===== src/rtl/mem_arbiter_pkg.sv =====
// Shared sizes, owner tags and helpers for the frame-buffer SRAM arbiter.
// The top module re-exposes FRAME_WORDS and STARVE_LIMIT as overridable parameters.
package mem_arbiter_pkg;

  localparam int LOG_MEM      = 36;
  localparam int LOG_ADDR     = 19;
  localparam int FRAME_WORDS  = 153600;
  localparam int MEM_LATENCY  = 2;
  localparam int STARVE_LIMIT = 15;

  typedef enum logic [1:0] {
    OWN_VGA  = 2'd0,
    OWN_NTSC = 2'd1,
    OWN_PROC = 2'd2
  } owner_t;

  typedef enum logic [1:0] {
    GNT_NONE = 2'd0,
    GNT_VGA  = 2'd1,
    GNT_NTSC = 2'd2,
    GNT_PROC = 2'd3
  } grant_t;

  typedef struct packed {
    logic   valid;
    owner_t owner;
  } rd_tag_t;

  // Frame pointer advance: the last word of a frame wraps back to word 0.
  function automatic int wrap_inc(input int ptr, input int words);
    return (ptr == words - 1) ? 0 : ptr + 1;
  endfunction

endpackage


===== src/rtl/mem_arbiter_read_return_pipe.sv =====
// Tags every issued SRAM read with its owner and delays the tag by the memory
// latency, so the tag leaving the last stage marks the cycle its data is valid.
module read_return_pipe
  import mem_arbiter_pkg::*;
#(
  parameter int DEPTH = MEM_LATENCY
) (
  input  logic   i_clock,
  input  logic   i_reset_b,
  input  logic   i_push,
  input  owner_t i_owner,
  output logic   o_cap_vga,
  output logic   o_cap_proc,
  output logic   o_proc_inflight
);

  rd_tag_t          r_tag [DEPTH];
  logic [DEPTH-1:0] w_is_proc;

  always_ff @(posedge i_clock) begin
    if (!i_reset_b) begin
      for (int i = 0; i < DEPTH; i++) begin
        r_tag[i] <= '0;
      end
    end else begin
      r_tag[0] <= '{valid: i_push, owner: i_owner};
      for (int i = 1; i < DEPTH; i++) begin
        r_tag[i] <= r_tag[i-1];
      end
    end
  end

  genvar gi;
  generate
    for (gi = 0; gi < DEPTH; gi++) begin : g_stage
      assign w_is_proc[gi] = r_tag[gi].valid && (r_tag[gi].owner == OWN_PROC);
    end
  endgenerate

  assign o_cap_vga       = r_tag[DEPTH-1].valid && (r_tag[DEPTH-1].owner == OWN_VGA);
  assign o_cap_proc      = w_is_proc[DEPTH-1];
  assign o_proc_inflight = |w_is_proc;

endmodule


===== src/rtl/mem_arbiter.sv =====
// Single-port frame-buffer SRAM arbiter: VGA reads, NTSC capture writes and
// processing-engine accesses, with double-buffered display/capture banks.
module mem_arbiter
  import mem_arbiter_pkg::*;
#(
  parameter int P_FRAME_WORDS  = FRAME_WORDS,
  parameter int P_STARVE_LIMIT = STARVE_LIMIT
) (
  input  logic                clock,
  input  logic                reset_b,
  input  logic                frame_flag,
  input  logic                vga_flag,
  output logic [LOG_MEM-1:0]  vga_pixel,
  output logic                done_vga,
  input  logic                ntsc_flag,
  input  logic [LOG_MEM-1:0]  ntsc_pixel,
  input  logic                ntsc_frame_end,
  output logic                done_ntsc,
  input  logic                proc_flag,
  input  logic                proc_we,
  input  logic [LOG_ADDR-1:0] proc_addr,
  input  logic [LOG_MEM-1:0]  proc_wdata,
  output logic [LOG_MEM-1:0]  proc_rdata,
  output logic                done_proc,
  output logic                display_bank,
  output logic [LOG_ADDR-1:0] mem_addr,
  output logic                mem_we_b,
  output logic [LOG_MEM-1:0]  mem_wdata,
  input  logic [LOG_MEM-1:0]  mem_rdata
);

  localparam int PTR_W    = LOG_ADDR - 1;
  localparam int STARVE_W = $clog2(P_STARVE_LIMIT + 1);

  logic [PTR_W-1:0]    r_vga_ptr;
  logic [PTR_W-1:0]    r_ntsc_ptr;
  logic                r_swap_pending;
  logic [STARVE_W-1:0] r_starve_cnt;

  logic [PTR_W-1:0]    w_vga_ptr_inc;
  logic [PTR_W-1:0]    w_ntsc_ptr_inc;
  grant_t              w_grant;
  logic                w_proc_req;
  logic                w_promote;
  logic                w_swap_now;
  logic                w_push;
  owner_t              w_push_owner;
  logic                w_cap_vga;
  logic                w_cap_proc;
  logic                w_proc_inflight;

  assign w_vga_ptr_inc  = PTR_W'(wrap_inc(int'(r_vga_ptr), P_FRAME_WORDS));
  assign w_ntsc_ptr_inc = PTR_W'(wrap_inc(int'(r_ntsc_ptr), P_FRAME_WORDS));

  // Only one proc read may be outstanding, so its return slot is unambiguous.
  assign w_proc_req = proc_flag && !w_proc_inflight;
  assign w_promote  = (r_starve_cnt >= STARVE_W'(P_STARVE_LIMIT));

  always_comb begin
    w_grant = GNT_NONE;
    if (vga_flag) begin
      w_grant = GNT_VGA;
    end else if (w_proc_req && w_promote) begin
      w_grant = GNT_PROC;
    end else if (ntsc_flag) begin
      w_grant = GNT_NTSC;
    end else if (w_proc_req) begin
      w_grant = GNT_PROC;
    end
  end

  // A frame end arriving together with the frame start still swaps immediately.
  assign w_swap_now   = frame_flag && (r_swap_pending || ntsc_frame_end);
  assign w_push       = (w_grant == GNT_VGA) || ((w_grant == GNT_PROC) && !proc_we);
  assign w_push_owner = (w_grant == GNT_VGA) ? OWN_VGA : OWN_PROC;

  read_return_pipe #(
    .DEPTH(MEM_LATENCY)
  ) u_read_return_pipe (
    .i_clock        (clock),
    .i_reset_b      (reset_b),
    .i_push         (w_push),
    .i_owner        (w_push_owner),
    .o_cap_vga      (w_cap_vga),
    .o_cap_proc     (w_cap_proc),
    .o_proc_inflight(w_proc_inflight)
  );

  always_ff @(posedge clock) begin
    if (!reset_b) begin
      mem_addr  <= '0;
      mem_we_b  <= 1'b1;
      mem_wdata <= '0;
      done_ntsc <= 1'b0;
    end else begin
      mem_we_b  <= 1'b1;
      done_ntsc <= 1'b0;
      case (w_grant)
        GNT_VGA: begin
          mem_addr <= {display_bank, r_vga_ptr};
        end
        GNT_NTSC: begin
          mem_addr  <= {~display_bank, r_ntsc_ptr};
          mem_we_b  <= 1'b0;
          mem_wdata <= ntsc_pixel;
          done_ntsc <= 1'b1;
        end
        GNT_PROC: begin
          mem_addr <= proc_addr;
          mem_we_b <= ~proc_we;
          if (proc_we) begin
            mem_wdata <= proc_wdata;
          end
        end
        default: begin
        end
      endcase
    end
  end

  always_ff @(posedge clock) begin
    if (!reset_b) begin
      vga_pixel  <= '0;
      proc_rdata <= '0;
      done_vga   <= 1'b0;
      done_proc  <= 1'b0;
    end else begin
      done_vga  <= w_cap_vga;
      done_proc <= w_cap_proc || ((w_grant == GNT_PROC) && proc_we);
      if (w_cap_vga) begin
        vga_pixel <= mem_rdata;
      end
      if (w_cap_proc) begin
        proc_rdata <= mem_rdata;
      end
    end
  end

  // Pointer resets win over the increment; the granted access already used the old value.
  always_ff @(posedge clock) begin
    if (!reset_b) begin
      r_vga_ptr      <= '0;
      r_ntsc_ptr     <= '0;
      r_swap_pending <= 1'b0;
      display_bank   <= 1'b0;
    end else begin
      if (frame_flag) begin
        r_vga_ptr <= '0;
      end else if (w_grant == GNT_VGA) begin
        r_vga_ptr <= w_vga_ptr_inc;
      end

      if (ntsc_frame_end) begin
        r_ntsc_ptr <= '0;
      end else if (w_grant == GNT_NTSC) begin
        r_ntsc_ptr <= w_ntsc_ptr_inc;
      end

      if (w_swap_now) begin
        display_bank   <= ~display_bank;
        r_swap_pending <= 1'b0;
      end else if (ntsc_frame_end) begin
        r_swap_pending <= 1'b1;
      end
    end
  end

  always_ff @(posedge clock) begin
    if (!reset_b) begin
      r_starve_cnt <= '0;
    end else if (!proc_flag || (w_grant == GNT_PROC)) begin
      r_starve_cnt <= '0;
    end else if (!w_promote) begin
      r_starve_cnt <= r_starve_cnt + 1'b1;
    end
  end

endmodule


===== config.mk =====
export PLATFORM = sky130hd
export DESIGN_NAME = mem_arbiter
export DESIGN_NICKNAME = d
export VERILOG_FILES = /design/src/rtl/mem_arbiter_pkg.sv /design/src/rtl/mem_arbiter_read_return_pipe.sv /design/src/rtl/mem_arbiter.sv
export SDC_FILE = /design/constraint.sdc
export NUM_CORES = 1
export LEC_CHECK = 0
export ABC_AREA = 0
export CORE_ASPECT_RATIO = 1.4
export CORE_MARGIN = 4
export CORE_UTILIZATION = 45
export CTS_CLUSTER_DIAMETER = 80
export CTS_CLUSTER_SIZE = 20
export DETAILED_ROUTE_END_ITERATION = 12
export GPL_ROUTABILITY_DRIVEN = 0
export GPL_TIMING_DRIVEN = 0
export HOLD_SLACK_MARGIN = 0.06
export PLACE_DENSITY_LB_ADDON = 0.12
export SLEW_MARGIN = 10
export SYNTH_ARGS = -nofsm -noshare
export SYNTH_HDL_FRONTEND = slang
export SYNTH_SLANG_ARGS = --single-unit

===== constraint.sdc =====
create_clock -name clock -period 3.3 [get_ports clock]
set_clock_uncertainty 0.15 [all_clocks]
set_input_delay 0.66 -clock clock [delete_from_list [all_inputs] [get_ports clock]]
set_output_delay 0.66 -clock clock [all_outputs]
set_load 0.01 [all_outputs]

* Word-level counts from Yosys, hierarchy flattened *
Memories as Yosys holds them, arrays and structs flattened.
Index checks and enable logic that the tools add are counted.

storage, ports and cells
  output and inout port bits = 132
  logic and storage cells = 71
  flip-flop bits (word level) = 173
  memories kept = 1
  input port bits = 135
  RAM bits = 6

operators by class
  bitwise gates (word level) = 5
  $add $sub $neg = 3
  reductions and logical operators = 24
  equal/unequal tests = 8
  $lt $le $gt $ge = 1
  muxes and demuxes = 16

memory list
  memory                    words  bits a word  rd ports  clocked after memory_dff  wr ports  line                                RTL
  u_read_return_pipe.r_tag  2      3            2         0                         2         mem_arbiter_read_return_pipe.sv:17  rd_tag_t r_tag [DEPTH];

operator list
  kind                                           count
  one-hot mux 36 bit (2 select lines)            1
  one-hot mux 19 bit (3 select lines)            1
  adder 18 x 1 -> 18 bit, second input constant  2
  == test 18 bit, second input constant          2
  2-to-1 mux 18 bit                              2
  2-to-1 mux 36 bit                              1
  2-to-1 mux 2 bit                               5
  OR reduction 2 bit                             5
  == test 2 bit, second input constant           4
  logical AND 1 bit                              8
  2-to-1 mux 3 bit                               2
  adder 4 x 1 -> 4 bit, second input constant    1
  >= comparator 4 bit, second input constant     1
  logical OR 1 bit                               4
  logical NOT 1 bit                              3
  2-to-1 mux 1 bit                               3
  inverter 1 bit                                 3
  nonzero test 3 bit                             1
  == test 2 x 1 -> 1 bit, second input constant  1
  logical NOT 2 bit                              1
  inequality test 2 bit, second input constant   1
  bitwise OR 1 bit                               2
  one-hot mux 1 bit (2 select lines)             1
  AND reduction 2 bit                            1
  nonzero test 2 bit                             1

* Longest topological paths before layout *
Gate-level depths: netlist of the first run.

  word-level depth = 13
  depth in mapped cells = 8
  depth with buffers taken out = 5

* Cells and area by module *
A second synthesis of the first run with hierarchy kept.

unflattened totals
  cell total of the unflattened synthesis = 834
  area, all modules = 7523.5 um^2

modules (own cells, without submodules)
  module            instances  cells each  area each (um^2)  seq. area each (um^2)
  mem_arbiter       1          818         7338.3            3463.3
  read_return_pipe  1          16          185.2             120.1

* Worst setup path before layout of the first run *
OpenSTA, ideal clock, no wires.

  path kind = in2reg
  from = in proc_flag
  to = reg mem_wdata[10]
  slack = 0.848 ns
  library setup time = 0.070 ns
  stages on the path = 8
  data arrival time = 2.232 ns
  required time = 3.080 ns
  path buffers = 4
  cells stage by stage = a21bo_2 buf_2 o31a_1 clkbuf_1 or2_2 buf_2 buf_1 a21oi_1

between the ends
  cells in the longest elaborated chain, start to end = 8
  elaborated cells on any way between the ends = 12
  classes of those cells = eq/ne: 3; mux: 5; reduce/logical: 4

RTL lines
  item                                                                                 line                RTL
  start: declaration                                                                   mem_arbiter.sv:19   input logic proc_flag,
  logical AND 1 bit (*)                                                                mem_arbiter.sv:56   assign w_proc_req = proc_flag && !w_proc_inflight;
  2-to-1 mux 2 bit                                                                     mem_arbiter.sv:67   end else if (w_proc_req) begin
  2-to-1 mux 2 bit                                                                     mem_arbiter.sv:65   end else if (ntsc_flag) begin
  2-to-1 mux 2 bit (*)                                                                 mem_arbiter.sv:63   end else if (w_proc_req && w_promote) begin
  2-to-1 mux 2 bit (*)                                                                 mem_arbiter.sv:61   if (vga_flag) begin
  == test 2 bit                                                                        mem_arbiter.sv:98   case (w_grant)
  inequality test 2 bit (no source line) / nonzero test 2 bit (equally long branches)  n/a
  AND reduction 2 bit (no source line)                                                 n/a
  end signal: assignment                                                               mem_arbiter.sv:105  mem_wdata <= ntsc_pixel;
  end signal: assignment                                                               mem_arbiter.sv:112  mem_wdata <= proc_wdata;
  end: declaration                                                                     mem_arbiter.sv:28   output logic [LOG_MEM-1:0] mem_wdata,

Mark *: on every way between the ends. The rest lies on a longest branch, timed or not.
A chain may end at the register's enable or synchronous reset.

* Worst setup path after layout of the first run *
  from = in proc_flag
  to = reg r_ntsc_ptr[5]

between the ends
  cells in the longest elaborated chain, start to end = 6
  elaborated cells on any way between the ends = 7
  classes of those cells = eq/ne: 1; mux: 4; reduce/logical: 2

RTL lines
  item                    line                RTL
  logical AND 1 bit (*)   mem_arbiter.sv:56
  2-to-1 mux 2 bit        mem_arbiter.sv:67
  2-to-1 mux 2 bit        mem_arbiter.sv:65
  2-to-1 mux 2 bit (*)    mem_arbiter.sv:63
  2-to-1 mux 2 bit (*)    mem_arbiter.sv:61
  == test 2 bit (*)       mem_arbiter.sv:155  end else if (w_grant == GNT_NTSC) begin
  end signal: assignment  mem_arbiter.sv:156  r_ntsc_ptr <= w_ntsc_ptr_inc;
  end: declaration        mem_arbiter.sv:36   logic [PTR_W-1:0] r_ntsc_ptr;

Marked as above.

==> impl_metrics.ini, run 1 <==
[synth]
ys.flop_type = dfxtp_1
synthesis.instances = 858
synth_edf_count = 0
yosys.area.top_type_share = 0.4709
avgSynthCellArea_um2 = 8.770
synthesis.nets = 996
async_flop_share = 0
yosysSeqAreaShare = 0.4709
synth_cell_types = 53
yosys-top-cells-area = dfxtp_1 (47%), nand2_1 (8.4%), a21boi_0 (7.4%)
yosysWarnings = 0
syn_area_um2 = 7525
yosysTopAreaCell = dfxtp_1
ys_ff_latch = 177

[clock_tree]
clkTransAtPathRegs_ns = 0.07
worstSkewPairLatency_ns = 0.43
cts_buffer_depth = 2
post_cts_buffers = 0
htreeDepth = 4
cts_tree = done
postCtsHoldBufs = 0
cts_made_buffers = 17
cts_resized = 0
cts-root-buf = clkbuf_16
clock-sinks = 177

[sta]
fin_setup_tns_ns = 0
period_minus_slack_ns = 3.039
rsz0062_at_grt = false
drv_slew = 0
maxClockFrequency_mhz = 329.0
fin_ws_ns = 0.2606
slew_headroom = 0.2131
final_hold_viol_count = 0
setup_viol = 0
worstMarginPinSlew_ns = 1.166
period_share = 0.9210

[drt]
routed_wl_mm = 23.83
vias = 7383
wl_per_cell_um = 17.61
drt-pass1-iter-count = 4
postRouteAntennaNets = 0
viasPerCell = 5.457
initialDrtViolationCount = 521
drc = 0

[setup_path]
worstPathArrival_ns = 3.17
setup.worst_path.start_class = primary input
worstPathRequired_ns = 3.43
end_kind = flip-flop
crit_type = primary input to flip-flop
path_max_fanout = 10
rrSetupSlack_ns = 0.49

[die]
core.rowCount = 55
ios = 267
die_x_um = 117.3
die_h_um = 161.0
initial_core_util = 0.4614
dieArea_um2 = 18880
placeableCoreArea_um2 = 16310

[placed_design]
postPlaceCellArea_um2 = 10420
dp_hpwl_mm = 18.04
place_ws_ns = -0.1530
io_buffer_count = 264

[run]
max-cap-violations = 0

[final_layout]
antenna_cells = 0
drive_gt1_frac = 0.04073
fin_util = 0.6743
fill_cells = 1380
area_delta_synth_final_pct = 46.16
fin_area_um2 = 11000
finalNetCount = 1279

[global_routing]
grt_pass1_vias = 7031
antenna_found_initial = 0
grt_overflow = 0
grt_start_max_net_pins = 17
grt_pass1_wl_mm = 36.58
track_usage = 0.2459

[power]
power_density_nw_per_um2 = 446.6
power_leakage_nw = 3.729
ir_worst_vdd_mv = 0.2640

[outcome]
status = complete, no violations

[worst_hold_path]
min_path_type = flip-flop to flip-flop
[registers in the layout, indices dropped and copies added (netlist names), 4 cells and up]
register / cells
r_vga_ptr: 18
mem_addr: 19
r_ntsc_ptr: 18
vga_pixel: 36
proc_rdata: 36
r_starve_cnt: 4
u_read_return_pipe.r_tag: 4
mem_wdata: 36
[per-stage QoR]
stage | hold slack, ns | total power, mW | cells
after CTS | 0.3152 | 4.947 | 1353
final | 0.3098 | 4.912 | 1353
after global routing | 0.3300 | 5.095 | 1353
after detailed placement | 0.3055 | 2.964 | 1321
after floorplan | 0.2829 | 2.563 | 858
after global placement | 0.2988 | 2.959 | 1321
[routing by layer]
layer | up-vias | part of all wire | track usage
met2 | 262 | 0.51 | 0.4194
met3 | 43 | 0.072 | 0.06897
met1 | 3424 | 0.39 | 0.2886
li1 | 3654 | - | -
met5 | - | 0 | 0
met4 | 0 | 0.027 | 0.09233
[where the power goes]
| group | internal [mW] | switching, mW |
|---|---|---|
| clock network | 1.14 | 0.855 |
| logic | 0.365 | 0.293 |
| registers | 2.22 | 0.0454 |
[cell type report]
type	instances	area [µm²]	area share
plain buffers	70	286.5	0.02605
clock buffers	20	446.7	0.04061
clock inverters	12	135.1	0.01229
inverters	7	26.28	0.002389
multi-input cells	604	3669	0.3336
flip-flops and latches	177	3543	0.3222
well taps	199	249.0	0.02264
repair buffers	264	2643	0.2403
[synth_stat cells, types with 2 or more instances]
cell type / number
o21ai_0: 14
or3_1: 8
or4b_1: 2
nand2_1: 168
nor2_1: 29
nor4_1: 4
or2_2: 2
xor2_1: 4
a211o_1: 3
buf_1: 9
a31oi_1: 4
a21oi_1: 74
o22ai_1: 15
and4_1: 3
and3_1: 4
o211ai_1: 4
ha_1: 3
nor2b_1: 5
and2_1: 8
nand4_1: 9
o311ai_0: 3
dfxtp_1: 177
buf_2: 7
a22oi_1: 2
o31ai_1: 50
buf_6: 2
mux2i_1: 37
o221ai_1: 14
nor3_1: 4
nand2b_1: 3
nand3b_1: 2
nand3_1: 13
o31a_1: 2
a211oi_1: 3
inv_1: 7
a21boi_0: 74
clkbuf_1: 52
xnor2_1: 11
a41o_1: 2
or4_1: 8
[layout by cell type, fill, tap and decap left out, types with 8 or more instances in the layout]
cell / n
dfxtp_1: 177
clkbuf_1: 54
nor2_1: 29
or3_1: 8
o22ai_1: 15
a21boi_0: 74
nand3_1: 13
o31ai_1: 50
and2_1: 8
nand4_1: 9
a21oi_1: 74
o221ai_1: 14
clkbuf_16: 17
o21ai_0: 14
mux2i_1: 37
or4_1: 8
xnor2_1: 11
buf_1: 9
nand2_1: 168
clkdlybuf4s50_1: 264
[path summary, 6_finish.rpt]
| kind | from | to | cells past startpoint |
|---|---|---|---|
| worst max register to register | r_starve_cnt[0]$_SDFFE_PP0P_ | mem_wdata[17]$_SDFFE_PN0P_ | 7 |
| worst min register to register | vga_pixel[35]$_SDFFE_PN0P_ | vga_pixel[35]$_SDFFE_PN0P_ | 2 |
| worst max-delay path | proc_flag | r_ntsc_ptr[5]$_SDFFE_PP0N_ | 7 |
| worst min-delay path | vga_pixel[35]$_SDFFE_PN0P_ | vga_pixel[35]$_SDFFE_PN0P_ | 2 |
[worst max-delay path: stages]
cell             delay (ns)
clkdlybuf4s50_1        0.49
a21bo_2                0.24
buf_2                  0.17
o311ai_0               0.99
clkbuf_1               0.39
or3_1                  0.17
a21oi_1                0.06
[logic make-up (layout without fill, tap and decap cells)]
| logic type | Yosys count | in the layout | synth area share |
|---|---|---|---|
| buffers and inverters | 77 | 373 | 0.04157 |
| AND/OR/NAND/NOR | 279 | 279 | 0.1709 |
| adder cells (fa/ha/maj) | 3 | 3 | 0.004989 |
| flip-flops | 177 | 177 | 0.4709 |
| multiplexers | 37 | 37 | 0.04922 |
| AO/OA/AOI/OAI | 270 | 270 | 0.2449 |
| XOR/XNOR | 15 | 15 | 0.01746 |
Note: power is estimated with default switching activity, not from simulation.
==> run 2, diff against run 1 <==
--- a/config.mk
+++ b/config.mk
@@ -6,14 +6,13 @@
 export NUM_CORES = 1
 export LEC_CHECK = 0
 export ABC_AREA = 0
-export CORE_ASPECT_RATIO = 1.4
+export CORE_ASPECT_RATIO = 0.6
 export CORE_MARGIN = 4
 export CORE_UTILIZATION = 45
 export CTS_CLUSTER_DIAMETER = 80
 export CTS_CLUSTER_SIZE = 20
 export DETAILED_ROUTE_END_ITERATION = 12
 export GPL_ROUTABILITY_DRIVEN = 0
-export GPL_TIMING_DRIVEN = 0
 export HOLD_SLACK_MARGIN = 0.06
 export PLACE_DENSITY_LB_ADDON = 0.12
 export SLEW_MARGIN = 10
==> constraint.sdc (replaced) <==
create_clock -name clock -period 2.82 [get_ports clock]
set_clock_uncertainty 0.15 [all_clocks]
set_input_delay 0.564 -clock clock [delete_from_list [all_inputs] [get_ports clock]]
set_output_delay 0.564 -clock clock [all_outputs]
set_load 0.01 [all_outputs]
==> impl_metrics.ini, run 2 (synthesis results as in run 1) <==
[outcome]
status = complete, no violations

[placed_design]
io_buffer_count = 266
postPlaceCellArea_um2 = 10490
dp_cells = 1316
dp_hpwl_mm = 17.28

[clock_tree]
postCtsHoldBufs = 0
clkTransAtPathRegs_ns = 0.07
cts_resized = 0
htreeDepth = 4
cts_buffer_depth = 2
worstSkewPairLatency_ns = 0.41
clock-sinks = 177
post_cts_buffers = 0
cts-root-buf = clkbuf_16
cts_tree = done
cts_made_buffers = 17

[drt]
initialDrtViolationCount = 644
drt-pass1-iter-count = 6
postRouteAntennaNets = 0
vias = 7317
drc = 0
viasPerCell = 5.428
wl_per_cell_um = 17.67
routed_wl_mm = 23.81

[setup_path]
path_max_fanout = 12
worstPathArrival_ns = 2.56
end_kind = flip-flop
worstPathRequired_ns = 2.97
crit_type = flip-flop to flip-flop
setup.worst_path.start_class = flip-flop

[die]
placeableCoreArea_um2 = 16310
dieArea_um2 = 18920
core.rowCount = 36
ios = 267
die_x_um = 174.9
initial_core_util = 0.4615
die_h_um = 108.2

[global_routing]
antenna_found_initial = 0
grt_pass1_wl_mm = 37.36
track_usage = 0.2452
grt_start_max_net_pins = 42
grt_overflow = 0
grt_pass1_vias = 6874

[sta]
fin_setup_tns_ns = 0
drv_slew = 0
period_minus_slack_ns = 2.408
maxClockFrequency_mhz = 415.2
final_hold_viol_count = 0
setup_viol = 0
period_share = 0.8541
slew_headroom = 0.5062
worstMarginPinSlew_ns = 0.7407
rsz0062_at_grt = false

[power]
power_leakage_nw = 3.799
power_density_nw_per_um2 = 514.9
ir_worst_vdd_mv = 0.4109

[worst_hold_path]
min_path_type = flip-flop to flip-flop

[run]
max-cap-violations = 0

[final_layout]
final_cell_mix = clkdlybuf4s50_1 (265), dfxtp_1 (177), nand2_1 (168)
final_cells = 1348
final_common_cell = clkdlybuf4s50_1
reg_top3 = mem_wdata x36, proc_rdata x36, vga_pixel x36
fill_cells = 1371
area_delta_synth_final_pct = 46.87
finalNetCount = 1245
antenna_cells = 0
drive_gt1_frac = 0.07054
fin_area_um2 = 11050
[run 2: cell count changes in the layout (fill, tap and decap cells not counted), moves of 3 or more]
cell      before  now
buf_4          0   32
inv_6          1    4
buf_2          7    0
clkbuf_1      54    1
buf_12         0    3
inv_8          0    4
buf_1          9    0
[run 2: layout make-up]
class                      instances  area (µm²)  area share
multi-input combinational        604        3684      0.3333
sequential                       177        3543      0.3206
timing repair buffer             300        2953      0.2672
clock buffer                      19       442.9     0.04008
tap                              228       285.3     0.02581
clock inverter                    13       117.6     0.01064
inverter                           7       26.28    0.002377
[run 2: worst max-delay path: stages (launching register included)]
cell and delay, ns:
dfxtp_1 0.46, or4b_1 0.47, or4_4 0.56, o311ai_4 0.33
buf_4 0.26, nor2_1 0.07
[run 2: power breakdown]
group / internal [mW] / switching (mW) / leakage (nW)
Combinational: 0.440 / 0.329 / 2.08
Clock: 1.19 / 1.09 / 0.273
Sequential: 2.59 / 0.0540 / 1.44
[run 2: metal layers]
metal | up-vias | wire (µm) | GRT usage
li1 | 3580 | - | -
met1 | 3437 | 11170 | 0.3462
met2 | 288 | 10360 | 0.3728
met3 | 12 | 2131 | 0.08036
met4 | 0 | 151 | 0.04426
met5 | - | 0 | 0
[run 2: final timing paths]
path / startpoint / to / slack [ns] / depth (start not counted)
worst min-delay path: proc_rdata[17]$_SDFFE_PN0P_ / proc_rdata[17]$_SDFFE_PN0P_ / 0.31 / 2
worst min register to register: proc_rdata[17]$_SDFFE_PN0P_ / proc_rdata[17]$_SDFFE_PN0P_ / 0.31 / 2
worst max register to register: r_vga_ptr[17]$_SDFFE_PP0N_ / r_vga_ptr[5]$_SDFFE_PP0N_ / 0.41 / 5
worst max-delay path: r_vga_ptr[17]$_SDFFE_PP0N_ / r_vga_ptr[5]$_SDFFE_PP0N_ / 0.41 / 5
[run 2: per-stage QoR]
step / utilization / hold slack [ns] / worst slack (ns) / power (mW)
floorplan: - / 0.2829 / 0.4642 / 2.999
global placement: 0.6434 / 0.2987 / 0.07253 / 3.466
detailed placement: 0.6434 / 0.3052 / -0.01463 / 3.469
CTS: 0.6778 / 0.3149 / 0.4231 / 5.739
global route: 0.6778 / 0.3293 / 0.2595 / 5.913
finish: 0.6778 / 0.3114 / 0.4115 / 5.691
